[src/rtl/sap_pkg.sv]
// rtl/sap_pkg.sv - shared constants for the B register bank datapath
package sap_pkg;

    localparam logic [1:0] MODE_LOAD = 2'b00;
    localparam logic [1:0] MODE_INC  = 2'b01;
    localparam logic [1:0] MODE_DEC  = 2'b10;
    localparam logic [1:0] MODE_SHL  = 2'b11;

    // Reference width of the zero-state constant; users cast it to their own WIDTH
    localparam int SAP_WIDTH = 8;
    localparam logic [SAP_WIDTH-1:0] ZERO_STATE = '0;

endpackage

[src/rtl/b_register_bank_if.sv]
// rtl/b_register_bank_if.sv - controller/ALU side bundle of the B register bank
interface b_register_bank_if #(
    parameter int WIDTH = 8,
    parameter int SEL_W = 2
);
    logic             nLb;
    logic [1:0]       MODE;
    logic [SEL_W-1:0] WSEL;
    logic [WIDTH-1:0] WBUS;
    logic [SEL_W-1:0] RSELA;
    logic [SEL_W-1:0] RSELB;
    logic [WIDTH-1:0] ALUA;
    logic [WIDTH-1:0] ALUB;
    logic             ZF;
    logic             CF;

    modport master (
        output nLb, MODE, WSEL, WBUS, RSELA, RSELB,
        input  ALUA, ALUB, ZF, CF
    );

    modport slave (
        input  nLb, MODE, WSEL, WBUS, RSELA, RSELB,
        output ALUA, ALUB, ZF, CF
    );
endinterface

[src/rtl/b_register_step.sv]
// rtl/b_register_step.sv - combinational next value and carry for one register write
module b_register_step
    import sap_pkg::*;
#(
    parameter int WIDTH = 8
) (
    input  logic [WIDTH-1:0] old_val,
    input  logic [WIDTH-1:0] wbus,
    input  logic [1:0]       mode,
    output logic [WIDTH-1:0] new_val,
    output logic             carry
);

    // Select the operation; carry reports wrap, borrow or the bit shifted out
    always_comb begin
        new_val = old_val;
        carry   = 1'b0;
        case (mode)
            MODE_LOAD: begin
                new_val = wbus;
                carry   = 1'b0;
            end
            MODE_INC: begin
                {carry, new_val} = {1'b0, old_val} + {{WIDTH{1'b0}}, 1'b1};
            end
            MODE_DEC: begin
                new_val = old_val - {{(WIDTH-1){1'b0}}, 1'b1};
                carry   = (old_val == '0);
            end
            MODE_SHL: begin
                new_val = {old_val[WIDTH-2:0], 1'b0};
                carry   = old_val[WIDTH-1];
            end
            default: begin
                new_val = old_val;
                carry   = 1'b0;
            end
        endcase
    end

endmodule

[src/rtl/b_register_bank.sv]
// rtl/b_register_bank.sv - DEPTH x WIDTH register bank with two read ports and result flags
module b_register_bank
    import sap_pkg::*;
#(
    parameter int WIDTH = 8,
    parameter int DEPTH = 4,
    parameter int SEL_W = $clog2(DEPTH)
) (
    input  logic               CLK,
    input  logic               CLR,
    b_register_bank_if.slave   bus
);

    localparam logic [WIDTH-1:0] ZERO_W = WIDTH'(ZERO_STATE);

    logic [WIDTH-1:0] regs [DEPTH];
    logic [WIDTH-1:0] sel_old;
    logic [WIDTH-1:0] step_new;
    logic             step_carry;
    logic             wsel_hit;
    logic             zf_q;
    logic             cf_q;

    // Fetch the register addressed by WSEL; a select past the bank never hits
    always_comb begin
        sel_old  = ZERO_W;
        wsel_hit = 1'b0;
        for (int i = 0; i < DEPTH; i++) begin
            if (bus.WSEL == SEL_W'(i)) begin
                sel_old  = regs[i];
                wsel_hit = 1'b1;
            end
        end
    end

    b_register_step #(.WIDTH(WIDTH)) u_step (
        .old_val (sel_old),
        .wbus    (bus.WBUS),
        .mode    (bus.MODE),
        .new_val (step_new),
        .carry   (step_carry)
    );

    // Write one register per edge and capture its flags; out-of-range selects hold everything
    always_ff @(posedge CLK or posedge CLR) begin
        if (CLR) begin
            for (int i = 0; i < DEPTH; i++) begin
                regs[i] <= ZERO_W;
            end
            zf_q <= 1'b0;
            cf_q <= 1'b0;
        end else if (!bus.nLb && wsel_hit) begin
            for (int i = 0; i < DEPTH; i++) begin
                if (bus.WSEL == SEL_W'(i)) begin
                    regs[i] <= step_new;
                end
            end
            zf_q <= (step_new == ZERO_W);
            cf_q <= step_carry;
        end
    end

    // Read ports straight off the array, no bypass; unmatched selects read zero
    always_comb begin
        bus.ALUA = ZERO_W;
        bus.ALUB = ZERO_W;
        for (int i = 0; i < DEPTH; i++) begin
            if (bus.RSELA == SEL_W'(i)) bus.ALUA = regs[i];
            if (bus.RSELB == SEL_W'(i)) bus.ALUB = regs[i];
        end
    end

    assign bus.ZF = zf_q;
    assign bus.CF = cf_q;

endmodule

[src/flat_wrapper.sv]
// flat-port wrapper written by rule: the top's interface ports become plain ports
module b_register_bank_flat import sap_pkg::*;
#(
    parameter int WIDTH = 8,
    parameter int DEPTH = 4,
    parameter int SEL_W = $clog2(DEPTH)
)
  (CLK, CLR, bus_nLb, bus_MODE, bus_WSEL, bus_WBUS, bus_RSELA, bus_RSELB, bus_ALUA, bus_ALUB, bus_ZF, bus_CF);
  b_register_bank_if #(.WIDTH(WIDTH), .SEL_W(SEL_W)) bus_i ();
  input  logic CLK;
  input  logic CLR;
  input wire logic [$bits(bus_i.nLb)-1:0] bus_nLb;
  input wire logic [$bits(bus_i.MODE)-1:0] bus_MODE;
  input wire logic [$bits(bus_i.WSEL)-1:0] bus_WSEL;
  input wire logic [$bits(bus_i.WBUS)-1:0] bus_WBUS;
  input wire logic [$bits(bus_i.RSELA)-1:0] bus_RSELA;
  input wire logic [$bits(bus_i.RSELB)-1:0] bus_RSELB;
  output wire logic [$bits(bus_i.ALUA)-1:0] bus_ALUA;
  output wire logic [$bits(bus_i.ALUB)-1:0] bus_ALUB;
  output wire logic [$bits(bus_i.ZF)-1:0] bus_ZF;
  output wire logic [$bits(bus_i.CF)-1:0] bus_CF;
  assign bus_i.nLb = bus_nLb;
  assign bus_i.MODE = bus_MODE;
  assign bus_i.WSEL = bus_WSEL;
  assign bus_i.WBUS = bus_WBUS;
  assign bus_i.RSELA = bus_RSELA;
  assign bus_i.RSELB = bus_RSELB;
  assign bus_ALUA = bus_i.ALUA;
  assign bus_ALUB = bus_i.ALUB;
  assign bus_ZF = bus_i.ZF;
  assign bus_CF = bus_i.CF;
  b_register_bank #(.WIDTH(WIDTH), .DEPTH(DEPTH), .SEL_W(SEL_W)) u_core (.CLK(CLK), .CLR(CLR), .bus(bus_i));
endmodule
[config.mk]
export PLATFORM = sky130hd
export DESIGN_NAME = b_register_bank_flat
export DESIGN_NICKNAME = d
export VERILOG_FILES = /design/src/rtl/sap_pkg.sv /design/src/rtl/b_register_bank_if.sv /design/src/rtl/b_register_step.sv /design/src/rtl/b_register_bank.sv /design/src/flat_wrapper.sv
export SDC_FILE = /design/constraint.sdc
export NUM_CORES = 1
export LEC_CHECK = 0
export CAP_MARGIN = 20
export CORE_MARGIN = 2
export CORE_UTILIZATION = 59
export CTS_CLUSTER_DIAMETER = 80
export DETAILED_ROUTE_END_ITERATION = 8
export PLACE_DENSITY = 0.84
export RECOVER_POWER = 100
export SYNTH_ARGS = -nofsm -noshare
export SYNTH_HDL_FRONTEND = slang
export SYNTH_SLANG_ARGS = --single-unit
[constraint.sdc]
create_clock -name CLK -period 5.62 [get_ports CLK]
set_input_delay 1.405 -clock CLK [delete_from_list [all_inputs] [get_ports CLK]]
set_output_delay 1.405 -clock CLK [all_outputs]
set_load 0.005 [all_outputs]
Word-level counts from Yosys, hierarchy flattened
Cells that the tools add are included.
{ "classes": {"n_eq_ne": 12, "n_mux": 18, "reduce_logical": 12, "addsub": 2} }
{ "op_table": {"columns": ["operator", "n"], "rows": [
  ["2-to-1 mux 8 bit", 12],
  ["case mux 8 bit (4 select lines)", 1],
  ["equality test 2 bit, second input constant", 8],
  ["logical NOT 8 bit", 2],
  ["adder 8 x 1 -> 9 bit, second input constant", 1],
  ["equality test 2 x 1 -> 1 bit, second input constant", 4],
  ["logical NOT 2 bit", 4],
  ["AND reduction 2 bit", 4],
  ["subtractor 8 x 1 -> 8 bit, second input constant", 1],
  ["2-to-1 mux 1 bit", 4],
  ["case mux 1 bit (4 select lines)", 1],
  ["logical AND 1 bit", 1],
  ["logical NOT 1 bit", 1]
]} }
{ "totals": {"input_bits": 19, "register_bits": 34} }

Longest topological paths before layout
{ "logic_depth": {"word_depth": 8, "ltp_mapped": 9} }

By module
A second synthesis with hierarchy kept.
{ "unflattened": {"hier_cells": 191, "area_unflattened_um2": 2566.2} }
{ "by_module_without_submodules": {"columns": ["module", "area_each_um2", "cells_each", "instances", "seq_area_each_um2"], "rows": [
  ["b_register_bank", 1934.4, 107, 1, 850.8],
  ["b_register_step", 631.9, 84, 1, 0.0]
]} }

Worst setup path before layout
OpenSTA, ideal clock, no wires.
{ "synth_path": {"kind": "input -> output", "startpoint": "input port bus_RSELA[0]", "endpoint": "output port bus_ALUA[0]", "stages": 2, "arrival_ns": 2.392, "setup_slack_ns": 1.823, "n_path_buf": 1, "cell_sequence": "clkbuf_1 mux4_2"} }
{ "synth_between": {"elab_chain_cells": 5, "word_cells_on_any_way": 8, "classes_between": "eq/ne (3); mux (4); reduce/logical (1)"} }
{ "synth_rtl": {"columns": ["item", "line", "text"], "rows": [
  ["start, declared", "flat_wrapper.sv:16", "input wire logic [$bits(bus_i.RSELA)-1:0] bus_RSELA;"],
  ["logical NOT 2 bit", "b_register_bank.sv:68", "if (bus.RSELA == SEL_W'(i)) bus.ALUA = regs[i];"],
  ["2-to-1 mux 8 bit (3 in series)", "b_register_bank.sv:68", null],
  ["2-to-1 mux 8 bit *", "b_register_bank.sv:68", null],
  ["end, declared", "flat_wrapper.sv:18", "output wire logic [$bits(bus_i.ALUA)-1:0] bus_ALUA;"]
]} }
Every way passes the cells marked *; elsewhere a longest branch is shown, timed or not.

Worst setup path in the final report
{ "layout_path": {"startpoint": "input port bus_WSEL[0]", "endpoint": "register u_core.regs[5] (netlist name)"} }
{ "layout_between": {"elab_chain_cells": 7, "word_cells_on_any_way": 17, "classes_between": "add/sub (2); eq/ne (3); mux (9); reduce/logical (3)"} }
{ "layout_rtl": {"columns": ["item", "line", "text"], "rows": [
  ["start, declared", "flat_wrapper.sv:14", "input wire logic [$bits(bus_i.WSEL)-1:0] bus_WSEL;"],
  ["logical NOT 2 bit", "b_register_bank.sv:29", "if (bus.WSEL == SEL_W'(i)) begin"],
  ["2-to-1 mux 8 bit or 2-to-1 mux 1 bit (tied branches) (4 in series)", "b_register_bank.sv:29", null],
  ["subtractor 8 x 1 -> 8 bit (tied with other cells)", "b_register_step.sv:27", "new_val = old_val - {{(WIDTH-1){1'b0}}, 1'b1};"],
  ["case mux 8 bit (4 select lines) or AND reduction 2 bit (tied branches)", null, null],
  ["end signal, assigned by index", "b_register_bank.sv:55", "regs[i] <= step_new;"],
  ["end, declared", "b_register_bank.sv:16", "logic [WIDTH-1:0] regs [DEPTH];"]
]} }
Parallel ways exist; a longest one is shown, timed or not.
A chain may end at the register's enable or synchronous reset.

==> impl_metrics.py <==
metrics = {
    "finish": {
        "final_cells": 307,
        "fin_area_um2": 2870,
        "area_growth_syn_to_layout_pct": 17.5,
        "diodes": 0,
        "multi_input_comb_area_um2": 1470,
        "register_area_um2": 851,
        "fin_nets": 278,
        "layout-drive-gt1-share_pct": 16.0,
        "num-fill-cells": 296,
    },
    "floorplan": {
        "ioPinCount": 37,
        "coreArea_um2": 4000,
        "die_area_um2": 4670,
        "die_width_um": 68.3,
        "die_h_um": 68.3,
        "initial_core_util_pct": 61.0,
        "rows": 23,
    },
    "cts": {
        "clkSlewWorstSetupHoldPaths_ps": 70,
        "cts_tree": "yes",
        "cts_buffer_depth": 2,
        "cts_buffers": 5,
        "clk_latency_ps": 290,
        "postCtsResizedCells": 0,
        "cts.sinks": 34,
        "holdBufCountCts": 0,
        "htreeDepth": 2,
        "cts_root_buf": "clkbuf_8",
        "post_cts_buffers": 0,
    },
    "worst_setup_path": {
        "cp_max_fo": 11,
        "worstPathArrival_ps": 5200,
        "timing.rr.start": "u_core.regs[8]$_DFFE_PP0P_",
        "cp-end-kind": "flop",
        "crit_type": "in -> reg",
        "start_kind": "input port",
        "cp.required_ps": 5810,
        "r2r_setup_slack_ps": 2570,
        "reg2reg_depth": 6,
        "timing.rr.end": "u_core.regs[5]$_DFFE_PP0P_",
    },
    "detailed_routing": {
        "vias": 2047,
        "wl_mm": 6.12,
        "postRouteAntennaNets": 0,
        "wire_per_inst_um": 19.9,
        "drt_iter0_markers": 164,
        "viasPerCell": 6.67,
        "drc_errors": 0,
        "drt-pass1-iter-count": 4,
    },
    "pwr": {
        "peakVddDrop_mv": 0.199,
        "combPwrFrac_pct": 45.4,
        "clkPwrFrac_pct": 17.8,
        "powerDensity_nw_per_um2": 368,
        "leakagePower_nw": 1.20,
        "intPower_mw": 0.667,
        "p_switching_mw": 0.389,
        "seq_power_share_pct": 36.9,
        "p_sw_share_pct": 36.8,
    },
    "grt": {
        "grt_overflow": 0,
        "antenna_found_initial": 0,
        "grt_usage_pct": 30.3,
        "grt_pass1_vias": 1999,
        "grt_max_degree": 35,
        "grt_pass1_wl_mm": 9.89,
    },
    "timing": {
        "relSlewSlack_pct": -21.5,
        "rsz0062_at_grt": "no",
        "skew_ps": 7.38,
        "worst_pin_slew_ps": 1820,
        "holdWs_ps": 474,
        "fin_crit_ps": 5010,
        "fin_crit_sh_pct": 89.1,
        "setup_viol": 0,
        "fmax_ghz": 0.200,
        "finalMaxSlewViolations": 35,
        "hold_viol": 0,
        "fin_tns_setup_ps": 0,
    },
    "yosys": {
        "ys_types": 52,
        "synth-edff-count": 0,
        "post_synth.cell_area_avg_um2": 10.7,
        "ys.flop_type": "dfrtp_1",
        "synth_seq_area_share_pct": 34.9,
        "syn_inst": 228,
        "synthArstFlopShare_pct": 100,
        "ys.warnings.count": 0,
        "ys_seq_elements": 34,
        "synth_nets": 250,
        "syn-cell-area_um2": 2440,
    },
    "worst_hold_path": {
        "min_path_cells": 2,
        "hold_class": "reg -> reg",
        "min_to": "u_core.bus.ZF$_DFFE_PP0P_",
        "min_from": "u_core.bus.ZF$_DFFE_PP0P_",
    },
    "placed_design": {
        "placed_area_um2": 2800,
        "hpwlAfterDp_mm": 4.39,
        "numPortBuffers": 36,
        "dp_cells": 299,
        "gp_congestion": 0.819,
    },
    "flow_run": {
        "drv_cap": 1,
    },
    "status": {
        "outcome": "complete, but fails checks",
        "violations": "capacitance limit, slew limit",
    },
}
==> Yosys cell counts (2+ instances only) <==
master / instances / area share (%)
and4b_1: 2 / 0.82
o311a_1: 2 / 0.82
nor2b_1: 2 / 0.51
xnor2_1: 2 / 0.72
and3_1: 5 / 1.3
mux4_2: 23 / 21
nor2_1: 9 / 1.4
o21ai_2: 2 / 0.72
buf_2: 2 / 0.41
a21oi_1: 3 / 0.62
nand3_1: 2 / 0.41
mux2_2: 5 / 2.3
mux2i_1: 2 / 0.82
o211ai_1: 3 / 0.92
ha_1: 3 / 1.5
inv_1: 5 / 0.77
buf_1: 3 / 0.46
mux4_1: 2 / 2.2
o21ai_0: 21 / 4.3
nand2_1: 38 / 5.8
nor3_1: 2 / 0.41
nor3b_1: 2 / 0.62
nand2b_1: 2 / 0.51
a31oi_1: 3 / 0.77
buf_6: 2 / 0.92
dfrtp_1: 34 / 35
clkbuf_1: 10 / 1.5
o21ai_1: 12 / 2.5
a211oi_1: 2 / 0.62
==> power by group through the flow <==
stage	Clock [mW]	Combinational [mW]	Sequential [mW]
CTS	0.189	0.505	0.387
finish	0.188	0.479	0.389
global route	0.201	0.523	0.399
floorplan	0	0.344	0.366
detailed placement	0	0.502	0.392
global placement	0	0.484	0.381
==> cell usage in the layout (no fill, tap or decap), drive strengths merged, types with 2 or more instances in the layout <==
cell type      Yosys  layout
ha                 3       3
and4b              2       2
nor3b              2       2
and3               5       5
a31oi              3       3
o21ai             35      35
nand2             38      38
a211oi             2       2
nand2b             2       2
o311a              2       2
clkbuf            10       9
clkdlybuf4s50      0      16
nor2               9       9
clkinv             1       2
xnor2              2       2
nor3               2       2
inv                5       5
nor4               2       2
dfrtp             34      34
nor2b              2       2
o211ai             3       3
mux2i              2       2
or3                2       2
mux2               5       5
mux4              25      25
a21oi              3       3
dlygate4sd3        0      20
nand3              2       2
==> final cells by class <==
type	instances	area share (%)
sequential	34	29.7
clock buffer	7	3.01
tap	50	2.18
multi-input combinational	171	51.3
clock inverter	1	0.175
inverter	6	0.786
timing repair buffer	38	12.8
==> critical path: stages <==
cell	delay, ps
dlygate4sd3_1	790
clkbuf_1	410
mux4_2	700
or4_1	650
or3_4	390
a311oi_1	440
a21oi_1	180
o21ai_0	230
==> sequential cells by signal (all words and copies together) (netlist names) <==
register       flops
u_core.regs       32
u_core.bus.CF      1
u_core.bus.ZF      1
==> cell families after synthesis <==
| family | synth area share, % |
|---|---|
| muxes | 26.5 |
| AOI/OAI and AO/OA | 16.1 |
| xor gates and xnor gates | 1.08 |
| buffers and inverters | 4.26 |
| adders and majority gates | 1.54 |
| and+or+nand+nor | 15.6 |
| DFF | 34.9 |
==> metrics by stage <==
step                power, mW  util, %  setup WS, ps
floorplan               0.710        -          1820
global placement        0.866     69.9           875
detailed placement      0.894     69.9           806
CTS                      1.08     72.2           834
global route             1.12     71.7           492
finish                   1.06     71.7           613
==> layer usage <==
metal	wire length [um]	global-route usage [%]
met1	2470	40.2
met5	0	0
met3	423	6.41
met2	3120	49.3
met4	110	11.5
==> worst max path at each step <==
stage,start,to,depth (start not counted)
after floorplan,bus_RSELA[0],bus_ALUA[0],2
after global placement,bus_RSELA[0],bus_ALUA[2],3
after detailed placement,bus_WSEL[0],u_core.regs[5]$_DFFE_PP0P_,8
after CTS,bus_RSELB[0],bus_ALUB[7],3
after global routing,bus_WSEL[0],u_core.regs[5]$_DFFE_PP0P_,8
final,bus_WSEL[0],u_core.regs[5]$_DFFE_PP0P_,8
Power figures use the tool's default switching activity.
==> edit 1, RTL diff (config.mk and constraints unchanged) <==
`DEPTH` is set to 4 in 2 places; all go to 2.
--- a/src/rtl/b_register_bank.sv
+++ b/src/rtl/b_register_bank.sv
@@ -4,5 +4,5 @@
 #(
     parameter int WIDTH = 8,
-    parameter int DEPTH = 4,
+    parameter int DEPTH = 2,
     parameter int SEL_W = $clog2(DEPTH)
 ) (
--- a/src/flat_wrapper.sv
+++ b/src/flat_wrapper.sv
@@ -3,5 +3,5 @@
 #(
     parameter int WIDTH = 8,
-    parameter int DEPTH = 4,
+    parameter int DEPTH = 2,
     parameter int SEL_W = $clog2(DEPTH)
 )
Interface: changed (resized bus_RSELA, bus_RSELB and bus_WSEL); port bits go from 37 to 34. The function was not compared with the original's and may differ.
==> edit 1 against the original RTL <==
- total power down 43%
- global-route usage down 0.71 points
- wire length down 25%
- largest power group unchanged
- design area down 31%
- sequential cell count down 16
- first-iteration DRC count down 32%
- sequential share of layout area down 7.0 points
- non-clock buffer count down 4
- critical path type unchanged
- synthesized area down 32%
- setup slack better by 0.30 ns
- fmax up 6.4%
- worst hold slack better by 0.047 ns
- utilization up 1.6 points
==> edit 1: results (changes against the original RTL) <==
----------------------------------------------------
[CTS]
  Total CTS buffers ... 3 (was 5)
  H-tree level count ... 1 (was 2)
  Cell at the root of the clock tree ... sky130_fd_sc_hd__clkbuf_4 (was sky130_fd_sc_hd__clkbuf_8)

[GRT]
  Met3 routing resource usage after global routing ... 6.58% (was 6.41%)
  Met2 usage in global routing ... 48.6% (was 49.3%)

[Setup path]
  Master of the slowest instance on the critical path ... sky130_fd_sc_hd__clkbuf_1 (was sky130_fd_sc_hd__dlygate4sd3_1)
  CP Launch Point ... bus_WSEL (was bus_WSEL[0])
  CP max stage delay ... 0.90 ns (was 0.79 ns)

[Pwr]
  Combinational group power ... 0.298 mW (was 0.479 mW)
  IR drop worst, VDD ... 0.000260 V (was 0.000199 V)

[Run status]
  Run status ... finished, final reports clean (was finished, violations left)

[Drt]
  Avg WL per Cell ... 18.5 µm (was 19.9 µm)
  Detailed-route wire length on metal 1 ... 1870 µm (was 2470 µm)

[Placed design]
  Placer's final routability congestion estimate ... 0.988 (was 0.819)
  Port bufs ... 33 (was 36)
  Worst slack, placed ... 1.24 ns (was 0.806 ns)

[Logic synthesis]
  Adder-cell share of the synthesized area ... 2.25% (was 1.54%)
  Post-synthesis average cell area ... 8.59 µm² (was 10.7 µm²)
  Number of unique standard cell types used by synthesis ... 50 (was 52)
  Multiplexer area fraction after synthesis ... 19.2% (was 26.5%)
  Synth Net Count ... 213 (was 250)
  Post-synthesis compound-gate area fraction ... 21.2% (was 16.1%)

[Hold path]
  Endpoint of the worst hold-timing path ... u_core.bus.ZF$_DFFE_PP0N_ (was u_core.bus.ZF$_DFFE_PP0P_)
  Hold_sp ... u_core.bus.ZF$_DFFE_PP0N_ (was u_core.bus.ZF$_DFFE_PP0P_)
  Cell depth of the worst hold path ... 1 (was 2)

[Layout]
  Flip-flop count of the largest register after layout ... 16 (was 32)
  Ratio of cells with drive above 1 in the final layout ... 13.8% (was 16.0%)

----------------------------------------------------
-- edit 1: changes by cell type in the layout (fill, tap and decap cells not counted), moves of 3 or more --
cell / delta
sky130_fd_sc_hd__a221oi_1: +3
sky130_fd_sc_hd__clkdlybuf4s50_1: -4
sky130_fd_sc_hd__a21oi_1: +4
sky130_fd_sc_hd__nor3_1: +3
sky130_fd_sc_hd__o21ai_0: -12
sky130_fd_sc_hd__dfrtp_1: -16
sky130_fd_sc_hd__mux2i_1: +5
sky130_fd_sc_hd__mux2_2: +16
sky130_fd_sc_hd__nand2_1: -11
sky130_fd_sc_hd__clkbuf_8: -5
sky130_fd_sc_hd__and3_1: -3
sky130_fd_sc_hd__clkbuf_4: +3
sky130_fd_sc_hd__mux4_2: -23
sky130_fd_sc_hd__nor2_1: -4
-- edit 1: final cells by class --
cell class / instances / area (µm²)
fillers: 210 / 726
clock buffers: 4 / 36.3
inverters: 6 / 22.5
repair buffers: 34 / 334
flip-flops and latches: 18 / 450
multi-input cells: 156 / 1100
well taps: 31 / 38.8
